<file path="src/rtl/sdpram_arb_pkg.sv">
// Shared constants and types for the simple dual-port RAM arbiter.
//   NUM_REQ_DEF / ADDR_WIDTH_DEF / DATA_WIDTH_DEF / RD_LAT_DEF : default sizes
//   TAG_IDX_W : width of the requester index carried with each read (max 8 requesters)
//   rd_tag_t  : read-return tag, valid bit plus requester index
package sdpram_arb_pkg;

    localparam int NUM_REQ_DEF    = 4;
    localparam int ADDR_WIDTH_DEF = 10;
    localparam int DATA_WIDTH_DEF = 32;
    localparam int RD_LAT_DEF     = 2;
    localparam int TAG_IDX_W      = 3;

    typedef struct packed {
        logic                 valid;
        logic [TAG_IDX_W-1:0] idx;
    } rd_tag_t;

endpackage

</file>
<file path="src/rtl/sdpram_arbiter_rr_arbiter.sv">
// Combinational round-robin arbiter.
//   req     : request vector, one bit per requester
//   ptr     : requester with highest priority this cycle
//   gnt     : one-hot grant (all zero when nothing is requested)
//   ptr_nxt : pointer to load if the grant is taken (winner + 1, wrapping);
//             equals ptr when nothing is granted
module rr_arbiter #(
    parameter int N     = 4,
    parameter int PTR_W = $clog2(N)
) (
    input  logic [N-1:0]     req,
    input  logic [PTR_W-1:0] ptr,
    output logic [N-1:0]     gnt,
    output logic [PTR_W-1:0] ptr_nxt
);

    logic found;

    // Two scans give the wrapped search order: first ptr..N-1, then 0..ptr-1.
    always_comb begin
        gnt     = '0;
        ptr_nxt = ptr;
        found   = 1'b0;
        for (int i = 0; i < N; i++) begin
            if (!found && req[i] && (i >= int'(ptr))) begin
                gnt[i]  = 1'b1;
                ptr_nxt = (i == N - 1) ? '0 : PTR_W'(i + 1);
                found   = 1'b1;
            end
        end
        for (int i = 0; i < N; i++) begin
            if (!found && req[i] && (i < int'(ptr))) begin
                gnt[i]  = 1'b1;
                ptr_nxt = (i == N - 1) ? '0 : PTR_W'(i + 1);
                found   = 1'b1;
            end
        end
    end

endmodule

</file>
<file path="src/rtl/sdpram_arbiter.sv">
// Round-robin arbiter sharing one simple dual-port RAM among NUM_REQ clients.
// Write port A and read port B are arbitrated independently every cycle;
// read data returns RD_LAT+1 cycles after the grant, tagged by rd_dval.
//
// Ports:
//   clk, rst           clock, synchronous active-high reset
//   wr_req/wr_addr/wr_data -> wr_gnt   write requests (packed, client i at slice i)
//   rd_req/rd_addr     -> rd_gnt       read requests
//   rd_data, rd_dval                   shared return data, one-hot owner valid
//   ram_wena/ram_addra/ram_dina        RAM write port (registered)
//   ram_addrb, ram_doutb               RAM read port
//
// Build option: SDPRAM_ARB_RAW_STALL_EN -- when defined, a read whose address
// matches the same-cycle write winner is held off one cycle so it returns the
// new data; otherwise a same-address collision returns the old data.
module sdpram_arbiter
    import sdpram_arb_pkg::*;
#(
    parameter int NUM_REQ    = NUM_REQ_DEF,
    parameter int ADDR_WIDTH = ADDR_WIDTH_DEF,
    parameter int DATA_WIDTH = DATA_WIDTH_DEF,
    parameter int RD_LAT     = RD_LAT_DEF
) (
    input  logic                             clk,
    input  logic                             rst,
    input  logic [NUM_REQ-1:0]               wr_req,
    input  logic [NUM_REQ*ADDR_WIDTH-1:0]    wr_addr,
    input  logic [NUM_REQ*DATA_WIDTH-1:0]    wr_data,
    output logic [NUM_REQ-1:0]               wr_gnt,
    input  logic [NUM_REQ-1:0]               rd_req,
    input  logic [NUM_REQ*ADDR_WIDTH-1:0]    rd_addr,
    output logic [NUM_REQ-1:0]               rd_gnt,
    output logic [DATA_WIDTH-1:0]            rd_data,
    output logic [NUM_REQ-1:0]               rd_dval,
    output logic                             ram_wena,
    output logic [ADDR_WIDTH-1:0]            ram_addra,
    output logic [DATA_WIDTH-1:0]            ram_dina,
    output logic [ADDR_WIDTH-1:0]            ram_addrb,
    input  logic [DATA_WIDTH-1:0]            ram_doutb
);

    localparam int PTR_W = $clog2(NUM_REQ);

    logic [PTR_W-1:0]      wr_ptr, wr_ptr_nxt;
    logic [PTR_W-1:0]      rd_ptr, rd_ptr_nxt;
    logic [NUM_REQ-1:0]    wr_gnt_arb, rd_gnt_arb;
    logic [ADDR_WIDTH-1:0] wr_addr_sel, rd_addr_sel;
    logic [DATA_WIDTH-1:0] wr_data_sel;
    logic [TAG_IDX_W-1:0]  rd_idx;
    logic                  raw_stall;
    logic                  wr_fire, rd_fire;
    rd_tag_t               tag_p [RD_LAT+1];

    rr_arbiter #(.N(NUM_REQ)) u_wr_arb (
        .req     (wr_req),
        .ptr     (wr_ptr),
        .gnt     (wr_gnt_arb),
        .ptr_nxt (wr_ptr_nxt)
    );

    rr_arbiter #(.N(NUM_REQ)) u_rd_arb (
        .req     (rd_req),
        .ptr     (rd_ptr),
        .gnt     (rd_gnt_arb),
        .ptr_nxt (rd_ptr_nxt)
    );

    // Winner muxes: grants are one-hot, so at most one slice is selected.
    always_comb begin
        wr_addr_sel = '0;
        wr_data_sel = '0;
        rd_addr_sel = '0;
        rd_idx      = '0;
        for (int i = 0; i < NUM_REQ; i++) begin
            if (wr_gnt_arb[i]) begin
                wr_addr_sel = wr_addr[i*ADDR_WIDTH +: ADDR_WIDTH];
                wr_data_sel = wr_data[i*DATA_WIDTH +: DATA_WIDTH];
            end
            if (rd_gnt_arb[i]) begin
                rd_addr_sel = rd_addr[i*ADDR_WIDTH +: ADDR_WIDTH];
                rd_idx      = TAG_IDX_W'(i);
            end
        end
    end

`ifdef SDPRAM_ARB_RAW_STALL_EN
    // Holding the read one cycle lets the write commit first, so the read
    // sees the new word; the read pointer stays put because rd_fire is low.
    assign raw_stall = (|wr_gnt_arb) && (|rd_gnt_arb) && (wr_addr_sel == rd_addr_sel);
`else
    assign raw_stall = 1'b0;
`endif

    assign wr_gnt  = rst ? '0 : wr_gnt_arb;
    assign rd_gnt  = (rst || raw_stall) ? '0 : rd_gnt_arb;
    assign wr_fire = |wr_gnt;
    assign rd_fire = |rd_gnt;

    // Stage p0: grant -> RAM port registers and pointer update
    always_ff @(posedge clk) begin
        if (rst) begin
            wr_ptr    <= '0;
            rd_ptr    <= '0;
            ram_wena  <= 1'b0;
            ram_addra <= '0;
            ram_dina  <= '0;
            ram_addrb <= '0;
        end else begin
            ram_wena <= wr_fire;
            if (wr_fire) begin
                wr_ptr    <= wr_ptr_nxt;
                ram_addra <= wr_addr_sel;
                ram_dina  <= wr_data_sel;
            end
            if (rd_fire) begin
                rd_ptr    <= rd_ptr_nxt;
                ram_addrb <= rd_addr_sel;
            end
        end
    end

    // Stages p0..pRD_LAT: read tag travels alongside the RAM read latency
    always_ff @(posedge clk) begin
        if (rst) begin
            for (int k = 0; k <= RD_LAT; k++) begin
                tag_p[k] <= '0;
            end
        end else begin
            tag_p[0].valid <= rd_fire;
            tag_p[0].idx   <= rd_idx;
            for (int k = 1; k <= RD_LAT; k++) begin
                tag_p[k] <= tag_p[k-1];
            end
        end
    end

    // Return stage: RAM data is forwarded unregistered, qualified by the tag
    always_comb begin
        rd_dval = '0;
        for (int i = 0; i < NUM_REQ; i++) begin
            if (!rst && tag_p[RD_LAT].valid && (tag_p[RD_LAT].idx == TAG_IDX_W'(i))) begin
                rd_dval[i] = 1'b1;
            end
        end
    end

    assign rd_data = ram_doutb;

endmodule

</file>
<file path="config.mk">
export PLATFORM = sky130hd
export DESIGN_NAME = sdpram_arbiter
export DESIGN_NICKNAME = d
export VERILOG_FILES = /design/src/rtl/sdpram_arb_pkg.sv /design/src/rtl/sdpram_arbiter_rr_arbiter.sv /design/src/rtl/sdpram_arbiter.sv
export SDC_FILE = /design/constraint.sdc
export NUM_CORES = 1
export LEC_CHECK = 0
export BUFFER_PORTS_ARGS = -buffer_cell sky130_fd_sc_hd__buf_2
export CAP_MARGIN = 20
export CORE_AREA = 2 2 134 136
export CTS_CLUSTER_DIAMETER = 200
export DETAILED_ROUTE_END_ITERATION = 16
export DIE_AREA = 0 0 136 138
export GPL_ROUTABILITY_DRIVEN = 0
export GPL_TIMING_DRIVEN = 0
export HOLD_SLACK_MARGIN = 0.05
export SLEW_MARGIN = 20
export SYNTH_ARGS = -nofsm -noshare
export SYNTH_HDL_FRONTEND = slang
export SYNTH_SLANG_ARGS = --single-unit
</file>
<file path="constraint.sdc">
create_clock -name clk -period 3.2 [get_ports clk]
set_input_delay 0.64 -clock clk [delete_from_list [all_inputs] [get_ports clk]]
set_output_delay 0.64 -clock clk [all_outputs]
set_load 0.01 [all_outputs]
</file>
==> out/results.ini, run 1 <==
[sta]
finalCritPeriodShare = 0.890
slew_headroom = 0.496
rsz0062_at_grt = false
fin_crit_ns = 2.85
max_freq_mhz = 351
tightest_slew_ns = 0.753
setup_viol = 0
whs_ns = 0.433
hold_viol = 0
finalMaxSlewViolations = 0
tns_ns = 0
fin_skew_ns = 0.00568

[worst_setup_path]
path_common_cell = buf_2
worstPathArrival_ns = 2.21
rr_worst_depth = 7
cp_max_fo = 10
crit_type = in2out
path_cells = buf_2, or2_2, a21oi_1, o21a_2, buf_6, buf_4, nor2b_1, buf_2
worst-path-stages = 8
path_buf_inv = 4
crit_required_ns = 2.56
start_kind = input pin
r2r_setup_slack_ns = 1.36
slowest_delay_ns = 0.33
critical_path.top_delay_family = buffers and inverters
reg2reg_to = ram_addrb[9]$_SDFFE_PP0P_
worstReg2RegStart = rd_ptr[1]$_SDFFE_PP0P_
cp-end-kind = output pin
slowest_stage = or2_2

[cells_and_area]
drive_gt1_frac = 0.520
final_cell_mix = buf_2 (334), dfxtp_1 (66), inv_1 (55), a21oi_1 (52), o22ai_1 (49)
layout.area.seq_um2 = 1320
fin_util = 0.391
multi_input_area_um2 = 2540
final_common_cell = buf_2
n_fill_cell = 1857
nets = 1112
final_cells = 1097
area_growth_pct = 47.1

[routing]
wl_per_cell_um = 16.6
drtAntennaViolNets = 0
drc = 0
first_iter_violations = 206
vias = 5400
drt-total-wl_um = 18200
vias_per_cell = 4.92
first_pass_iters = 6

[clocking]
clk_path_buf_depth = 2
cts_tree = done
cts.sinks = 66
cts-root-buf = clkbuf_16
htree_levels = 3
cts_setup_buffers = 0
holdBufCountCts = 0
clk_latency_ns = 0.34
cts_resized = 0
clk_pin_slew_ns = 0.05
cts_buffers = 9

[synth]
postSynthNetCount = 789
synth_seq_cells = 66
synth_area_um2 = 4660
yosys_warnings = 0
syn_area_per_cell_um2 = 8.65
seq_area_frac_synth = 0.283
syn_inst = 539
synth.distinct_cells = 43

[place]
dp.cells = 1080
port_buffers = 312
hpwl_um = 14300

[global_route]
gr-total-overflow = 0
grt_max_degree = 12
first_global_vias = 5217
grt_pass1_wl_um = 27300
grt_util_all_layers = 0.186
antenna_found_initial = 3

[worst_hold_path]
whs_path_depth = 1
hold_class = reg2reg
min_from = tag_p[0][5]$_SDFF_PP0_
min_to = tag_p[0][9]$_SDFF_PP0_

[floorplan]
die_x_um = 136
core-area_um2 = 17500
io_pins = 347
dieArea_um2 = 18800
die_y_um = 138
rows = 49
start_util = 0.266

[pwr]
cellPowerDensity_nw_per_um2 = 467
total_power_mw = 3.21
ir_drop_uv = 235
p_leak_nw = 3.46

[run]
cap_viol_max_count = 0

[outcome]
outcome = finished clean

==> cell families (layout without fill, tap and decap cells) <==
group,Yosys count,in the layout,share of synthesized area
compound gates,274,274,0.478
buf+inv,140,468,0.170
flops,66,66,0.283
other cells,0,1,0
simple gates,59,59,0.0677
==> state kept, by name, summed over array words and instances (netlist names) <==
signal,flops
ram_dina,32
ram_addra,10
ram_addrb,10
tag_p,9
rd_ptr,2
wr_ptr,2
ram_wena,1
==> layer usage <==
| layer | track usage | vias up | part of all wire |
|---|---|---|---|
| met5 | 0 | - | 0.0013 |
| met4 | 0.0510 | 4 | 0.016 |
| met3 | 0.0590 | 28 | 0.085 |
| met2 | 0.331 | 233 | 0.49 |
| met1 | 0.212 | 2491 | 0.40 |
| li1 | - | 2644 | - |
==> cell usage after synthesis (all sizes together) <==
cell / number / area (µm²)
buf: 71 / 536
dfxtp: 66 / 1320
inv: 56 / 210
o22ai: 54 / 369
a21oi: 52 / 260
a221oi: 52 / 699
a211o: 42 / 368
o21bai: 42 / 315
o21ai: 23 / 115
nand2: 16 / 60.1
clkbuf: 13 / 48.8
nor2: 12 / 45.0
nor2b: 12 / 75.1
nand2b: 5 / 31.3
or2: 4 / 25.0
nor3: 3 / 26.3
nor4: 2 / 18.8
o21a: 2 / 16.3
a2111oi: 1 / 27.5
a211oi: 1 / 7.51
a2bb2oi: 1 / 15.0
a31oi: 1 / 6.26
and2: 1 / 6.26
and3: 1 / 6.26
and3b: 1 / 8.76
nand3: 1 / 5.00
nor3b: 1 / 7.51
o211a: 1 / 10.0
o221a: 1 / 11.3
o221ai: 1 / 8.76
==> worst max path at each step <==
stage                          from         to  slack [ns]
after floorplan           wr_req[0]  wr_gnt[2]        0.76
after global placement          rst  rd_gnt[0]       -0.03
after detailed placement        rst  rd_gnt[0]       0.008
after CTS                       rst  rd_gnt[0]       0.008
after global routing            rst  rd_gnt[0]        0.24
final                     wr_req[0]  wr_gnt[2]        0.35
==> stage by stage <==
step / setup WS (ns) / area, µm²
6_report: 0.351 / 6860
3_3_place_gp: -0.0269 / 6510
5_1_grt: 0.241 / 6860
4_1_cts: 0.00804 / 6850
2_1_floorplan: 0.765 / 4660
3_5_place_dp: 0.00788 / 6510
==> power by group <==
part,switching (mW),leakage (nW),internal (mW)
registers,0.0579,0.547,0.929
clock network,0.389,0.167,0.785
logic,0.542,2.74,0.503
==> cell type report <==
type                            count  share of cell area
Clock inverter                      4              0.0144
Antenna cell                        1            0.000365
Timing Repair Buffer              312               0.228
Sequential cell                    66               0.193
Clock buffer                       12              0.0359
Tap cell                          229              0.0418
Buffer                             84              0.0854
Multi-Input combinational cell    333               0.371
Inverter                           56              0.0307
Power figures use the tool's default switching activity.
==> inputs of run 2 (changes only) <==
Settings changed: PLACE_DENSITY set to 0.56.
==> out/results.ini, run 2 (same netlist as run 1, synthesis figures left out) <==
[sta]
hold_viol = 0  ; unchanged
rsz0062_at_grt = false  ; unchanged
whs_ns = 0.430  ; was 0.433 ns
fin_skew_ns = 0.00605  ; was 0.00568 ns
fin_crit_ns = 2.92  ; was 2.85 ns
finalMaxSlewViolations = 0  ; unchanged
max_freq_mhz = 342  ; was 351 MHz
tightest_slew_ns = 0.738  ; was 0.753 ns
tns_ns = 0  ; unchanged
fin_ws_ns = 0.275  ; was 0.351 ns
slew_headroom = 0.506  ; was 0.496
setup_viol = 0  ; unchanged
finalCritPeriodShare = 0.914  ; was 0.890

[worst_setup_path]
cp-end-kind = output pin  ; unchanged
crit_type = in2out  ; unchanged
cp_max_fo = 10  ; unchanged
start_kind = input pin  ; unchanged
crit_required_ns = 2.56  ; about the same
worstPathArrival_ns = 2.28  ; was 2.21 ns

[cells_and_area]
reg.largest.list = ram_dina (32), ram_addra (10), ram_addrb (10)  ; unchanged
n_fill_cell = 1891  ; was 1,857
final_cells = 1098  ; was 1,097
drive_gt1_frac = 0.520  ; unchanged
nets = 1112  ; unchanged
top_register = ram_dina  ; unchanged
final_cell_mix = buf_2 (334), dfxtp_1 (66), inv_1 (55), a21oi_1 (52), o22ai_1 (49)  ; unchanged
layout.area.seq_um2 = 1320  ; unchanged
fin_util = 0.389  ; was 0.391
largest_reg_flops = 32  ; unchanged
final_common_cell = buf_2  ; unchanged
fin_area_um2 = 6830  ; was 6860 µm²
area_growth_pct = 46.5  ; was 47.1%
multi_input_area_um2 = 2540  ; unchanged

[clocking]
clk_path_buf_depth = 2  ; unchanged
cts_buffers = 9  ; unchanged
htree_levels = 3  ; unchanged
clk_pin_slew_ns = 0.05  ; about the same
clk_latency_ns = 0.33  ; was 0.34 ns
cts_tree = done  ; unchanged
cts-root-buf = clkbuf_16  ; unchanged
cts.sinks = 66  ; unchanged

[routing]
first_pass_iters = 4  ; was 6
drt-total-wl_um = 18300  ; was 18,200 µm
vias_per_cell = 4.93  ; was 4.92
drc = 0  ; unchanged
vias = 5408  ; was 5,400
drtAntennaViolNets = 0  ; unchanged
first_iter_violations = 149  ; was 206
wl_per_cell_um = 16.7  ; was 16.6 µm

[place]
hpwl_um = 14700  ; was 14,300 µm
dp.cells = 1080  ; unchanged
port_buffers = 312  ; unchanged
dp_slack_ns = 0.0266  ; was 0.00788 ns
placed_cell_area_um2 = 6510  ; unchanged

[worst_hold_path]
hold_class = reg2reg  ; unchanged

[floorplan]
io_pins = 347  ; unchanged
die_y_um = 138  ; unchanged
dieArea_um2 = 18800  ; unchanged
die_x_um = 136  ; unchanged
core-area_um2 = 17500  ; unchanged
rows = 49  ; unchanged
start_util = 0.266  ; unchanged

[global_route]
grt_util_all_layers = 0.188  ; was 0.186
antenna_found_initial = 3  ; unchanged
first_global_vias = 5414  ; was 5,217
grt_pass1_wl_um = 28000  ; was 27,300 µm
gr-total-overflow = 0  ; unchanged
grt_max_degree = 12  ; unchanged

[pwr]
p_leak_nw = 3.44  ; was 3.46 nW
ir_drop_uv = 235  ; about the same
total_power_mw = 3.10  ; was 3.21 mW
cellPowerDensity_nw_per_um2 = 454  ; was 467 nW/µm²

[run]
cap_viol_max_count = 0  ; unchanged

[outcome]
outcome = finished clean  ; unchanged

## run 2: layout make-up
type	instances	share of cell area
Clock inverter	5	0.0115
Clock buffer	11	0.0341
Sequential cell	66	0.194
Antenna cell	2	0.000733
Timing Repair Buffer	312	0.229
Multi-Input combinational cell	333	0.373
Buffer	84	0.0858
Inverter	56	0.0308
Tap cell	229	0.0420
## run 2: report_power, final
part | total (mW) | switching (mW) | internal, mW | leakage [nW]
clock network | 1.07 | 0.388 | 0.682 | 0.153
registers | 0.988 | 0.0589 | 0.929 | 0.547
logic | 1.05 | 0.542 | 0.503 | 2.74
## run 2: layer usage
| metal | share of wire | global-route usage |
|---|---|---|
| met5 | 0.00076 | 0 |
| met4 | 0.020 | 0.0696 |
| met3 | 0.081 | 0.0458 |
| met2 | 0.49 | 0.330 |
| met1 | 0.40 | 0.220 |
## run 2: final timing paths
kind / from / endpoint / slack [ns] / cells past startpoint
worst max-delay path: rst / rd_gnt[0] / 0.28 / 5
worst min-delay path: tag_p[0][4]$_SDFF_PP0_ / tag_p[0][8]$_SDFF_PP0_ / 0.43 / 1
worst max register to register: rd_ptr[1]$_SDFFE_PP0P_ / ram_addrb[5]$_SDFFE_PP0P_ / 1.37 / 7
worst min register to register: tag_p[0][4]$_SDFF_PP0_ / tag_p[0][8]$_SDFF_PP0_ / 0.43 / 1
## run 2: repair_timing
| item | CTS | global route |
|---|---|---|
| resized for setup | 0 | 2 |
| setup buffers | 0 | 0 |
| hold buffers | 0 | 0 |
| endpoints found under the setup margin | 0 | 5 |
## run 2: worst max-delay path: stages
cell and delay, ns:
clkbuf_1 0.50, clkbuf_2 0.40, buf_1 0.44, nor3_1 0.13, buf_2 0.16
==> inputs of run 3 (changes only) <==
Settings changed: CORE_AREA 2 2 134 136 to 2 2 135 137, DIE_AREA 0 0 136 138 to 0 0 137 139, PLACE_DENSITY 0.56 to 0.55.
Clock period 3.2 ns to 2.9 ns, I/O delays scaled along.
==> out/results.ini, run 3 (same netlist as run 1, synthesis figures left out) <==
[routing]
vias = 5402  ; was 5,408
wl_per_cell_um = 17.4  ; was 16.7 µm
first_pass_iters = 4  ; unchanged
first_iter_violations = 159  ; was 149
drt-total-wl_um = 19000  ; was 18,300 µm
drc = 0  ; unchanged
drtAntennaViolNets = 0  ; unchanged
vias_per_cell = 4.93  ; about the same

[global_route]
grt_max_degree = 11  ; was 12
grt_pass1_wl_um = 27700  ; was 28,000 µm
first_global_vias = 5179  ; was 5,414
gr-total-overflow = 0  ; unchanged
grt_util_all_layers = 0.190  ; was 0.188
antenna_found_initial = 0  ; was 3

[cells_and_area]
drive_gt1_frac = 0.521  ; was 0.520
top_register = ram_dina  ; unchanged
nets = 1112  ; unchanged
final_cell_mix = buf_2 (334), dfxtp_1 (66), inv_1 (55), a21oi_1 (52), o22ai_1 (49)  ; unchanged
antenna_cells = 0  ; was 2
area_growth_pct = 46.6  ; was 46.5%
largest_reg_flops = 32  ; unchanged
fin_area_um2 = 6830  ; about the same
reg.largest.list = ram_dina (32), ram_addra (10), ram_addrb (10)  ; unchanged
final_common_cell = buf_2  ; unchanged

[pwr]
p_int_mw = 2.38  ; was 2.11 mW
p_leak_nw = 3.45  ; was 3.44 nW
switching_power_mw = 1.09  ; was 0.989 mW
p_clk_frac = 0.348  ; was 0.345
seqPwrFrac = 0.314  ; was 0.318
ir_drop_uv = 280  ; was 235 µV
p_comb_frac = 0.338  ; was 0.337
cellPowerDensity_nw_per_um2 = 507  ; was 454 nW/µm²
power_switching_share = 0.314  ; was 0.319

[clocking]
cts-root-buf = clkbuf_16  ; unchanged
clk_pin_slew_ns = 0.06  ; was 0.05 ns
cts_buffers = 9  ; unchanged
cts_setup_buffers = 0  ; unchanged
cts_tree = done  ; unchanged
clk_latency_ns = 0.34  ; was 0.33 ns
clk_path_buf_depth = 2  ; unchanged
holdBufCountCts = 0  ; unchanged
cts.sinks = 66  ; unchanged
htree_levels = 3  ; unchanged

[run]
cap_viol_max_count = 0  ; unchanged

[sta]
tightest_slew_ns = 0.751  ; was 0.738 ns
max_freq_mhz = 364
fin_crit_ns = 2.75
hold_viol = 0  ; unchanged
fin_skew_ns = 0.00605  ; about the same
setup_viol = 0  ; unchanged
fin_ws_ns = 0.153  ; was 0.275 ns
finalMaxSlewViolations = 0  ; unchanged
finalCritPeriodShare = 0.947
rsz0062_at_grt = false  ; unchanged
slew_headroom = 0.497  ; was 0.506

[worst_setup_path]
crit_path_start = wr_req[0]  ; was rst
worstReg2RegStart = rd_ptr[1]$_SDFFE_PP0P_  ; unchanged
start_kind = input pin  ; unchanged
crit_type = in2out  ; unchanged
reg2reg_to = ram_addrb[7]$_SDFFE_PP0P_  ; was ram_addrb[5]$_SDFFE_PP0P_
cp-end-kind = output pin  ; unchanged
rr_worst_depth = 7  ; unchanged
r2r_setup_slack_ns = 0.99  ; was 1.37 ns
cp_max_fo = 10  ; unchanged
crit_required_ns = 2.32  ; was 2.56 ns
worstPathArrival_ns = 2.17  ; was 2.28 ns

[place]
hpwl_um = 15100  ; was 14,700 µm
port_buffers = 312  ; unchanged
placed_cell_area_um2 = 6510  ; unchanged
dp_slack_ns = -0.0958  ; was 0.0266 ns

[floorplan]
io_pins = 347  ; unchanged
die_x_um = 137  ; was 136 µm
core-area_um2 = 17700  ; was 17,500 µm²
die_y_um = 139  ; was 138 µm
rows = 49  ; unchanged
start_util = 0.264  ; was 0.266
dieArea_um2 = 19000  ; was 18,800 µm²

[worst_hold_path]
hold_class = reg2reg  ; unchanged
min_from = tag_p[0][3]$_SDFF_PP0_  ; was tag_p[0][4]$_SDFF_PP0_
min_to = tag_p[0][7]$_SDFF_PP0_  ; was tag_p[0][8]$_SDFF_PP0_
whs_path_depth = 1  ; unchanged

[outcome]
outcome = finished clean  ; unchanged

## run 3: worst max-delay path: stages
cell	delay, ns
buf_2	0.12
or2_2	0.32
a21oi_1	0.18
o21a_2	0.23
buf_6	0.18
buf_4	0.25
nor2b_1	0.15
buf_2	0.13
## run 3: per-layer routing
layer / global-route usage / up-vias / wire length [µm]
met2: 0.342 / 265 / 9600
li1: - / 2640 / -
met1: 0.208 / 2472 / 7340
met4: 0.0602 / 0 / 415
met5: 0 / - / 0
met3: 0.0588 / 25 / 1680
## run 3: worst max path at each step
stage,cells after the start,to
2_1_floorplan,6,wr_gnt[2]
3_3_place_gp,5,rd_gnt[0]
3_5_place_dp,5,rd_gnt[0]
4_1_cts,5,rd_gnt[0]
5_1_grt,8,wr_gnt[2]
6_report,8,wr_gnt[2]
## run 3: through the flow
stage	total power [mW]	util	std cells	setup TNS, ns	hold WS, ns
after CTS	3.51	0.387	1095	0	0.435
after global placement	2.29	0.369	1080	-0.214	0.416
after detailed placement	2.29	0.369	1080	-0.277	0.422
after floorplan	1.81	-	539	0	0.414
final	3.46	0.387	1095	0	0.433
after global routing	3.66	0.387	1095	0	0.451
## run 3: area by class of cell
cell class / count / area, µm²
Inverter: 56 / 210
Tap cell: 229 / 287
Multi-Input combinational cell: 333 / 2540
Fill cell: 1874 / 10800
Clock inverter: 2 / 60.1
Clock buffer: 13 / 260
Sequential cell: 66 / 1320
Timing Repair Buffer: 312 / 1560
Buffer: 84 / 587
## run 3: repair_timing
item                       in CTS  in global routing
resized for setup               1                  2
pin swaps                       0                  0
setup endpoints to repair       4                  4
## run 3: power by group through the flow
| stage | clock [mW] | combinational (mW) | sequential, mW |
|---|---|---|---|
| 6_report | 1.21 | 1.17 | 1.09 |
| 2_1_floorplan | 0 | 0.657 | 1.15 |
| 3_5_place_dp | 0 | 1.18 | 1.11 |
| 5_1_grt | 1.28 | 1.27 | 1.10 |
| 3_3_place_gp | 0 | 1.19 | 1.10 |
| 4_1_cts | 1.24 | 1.19 | 1.09 |
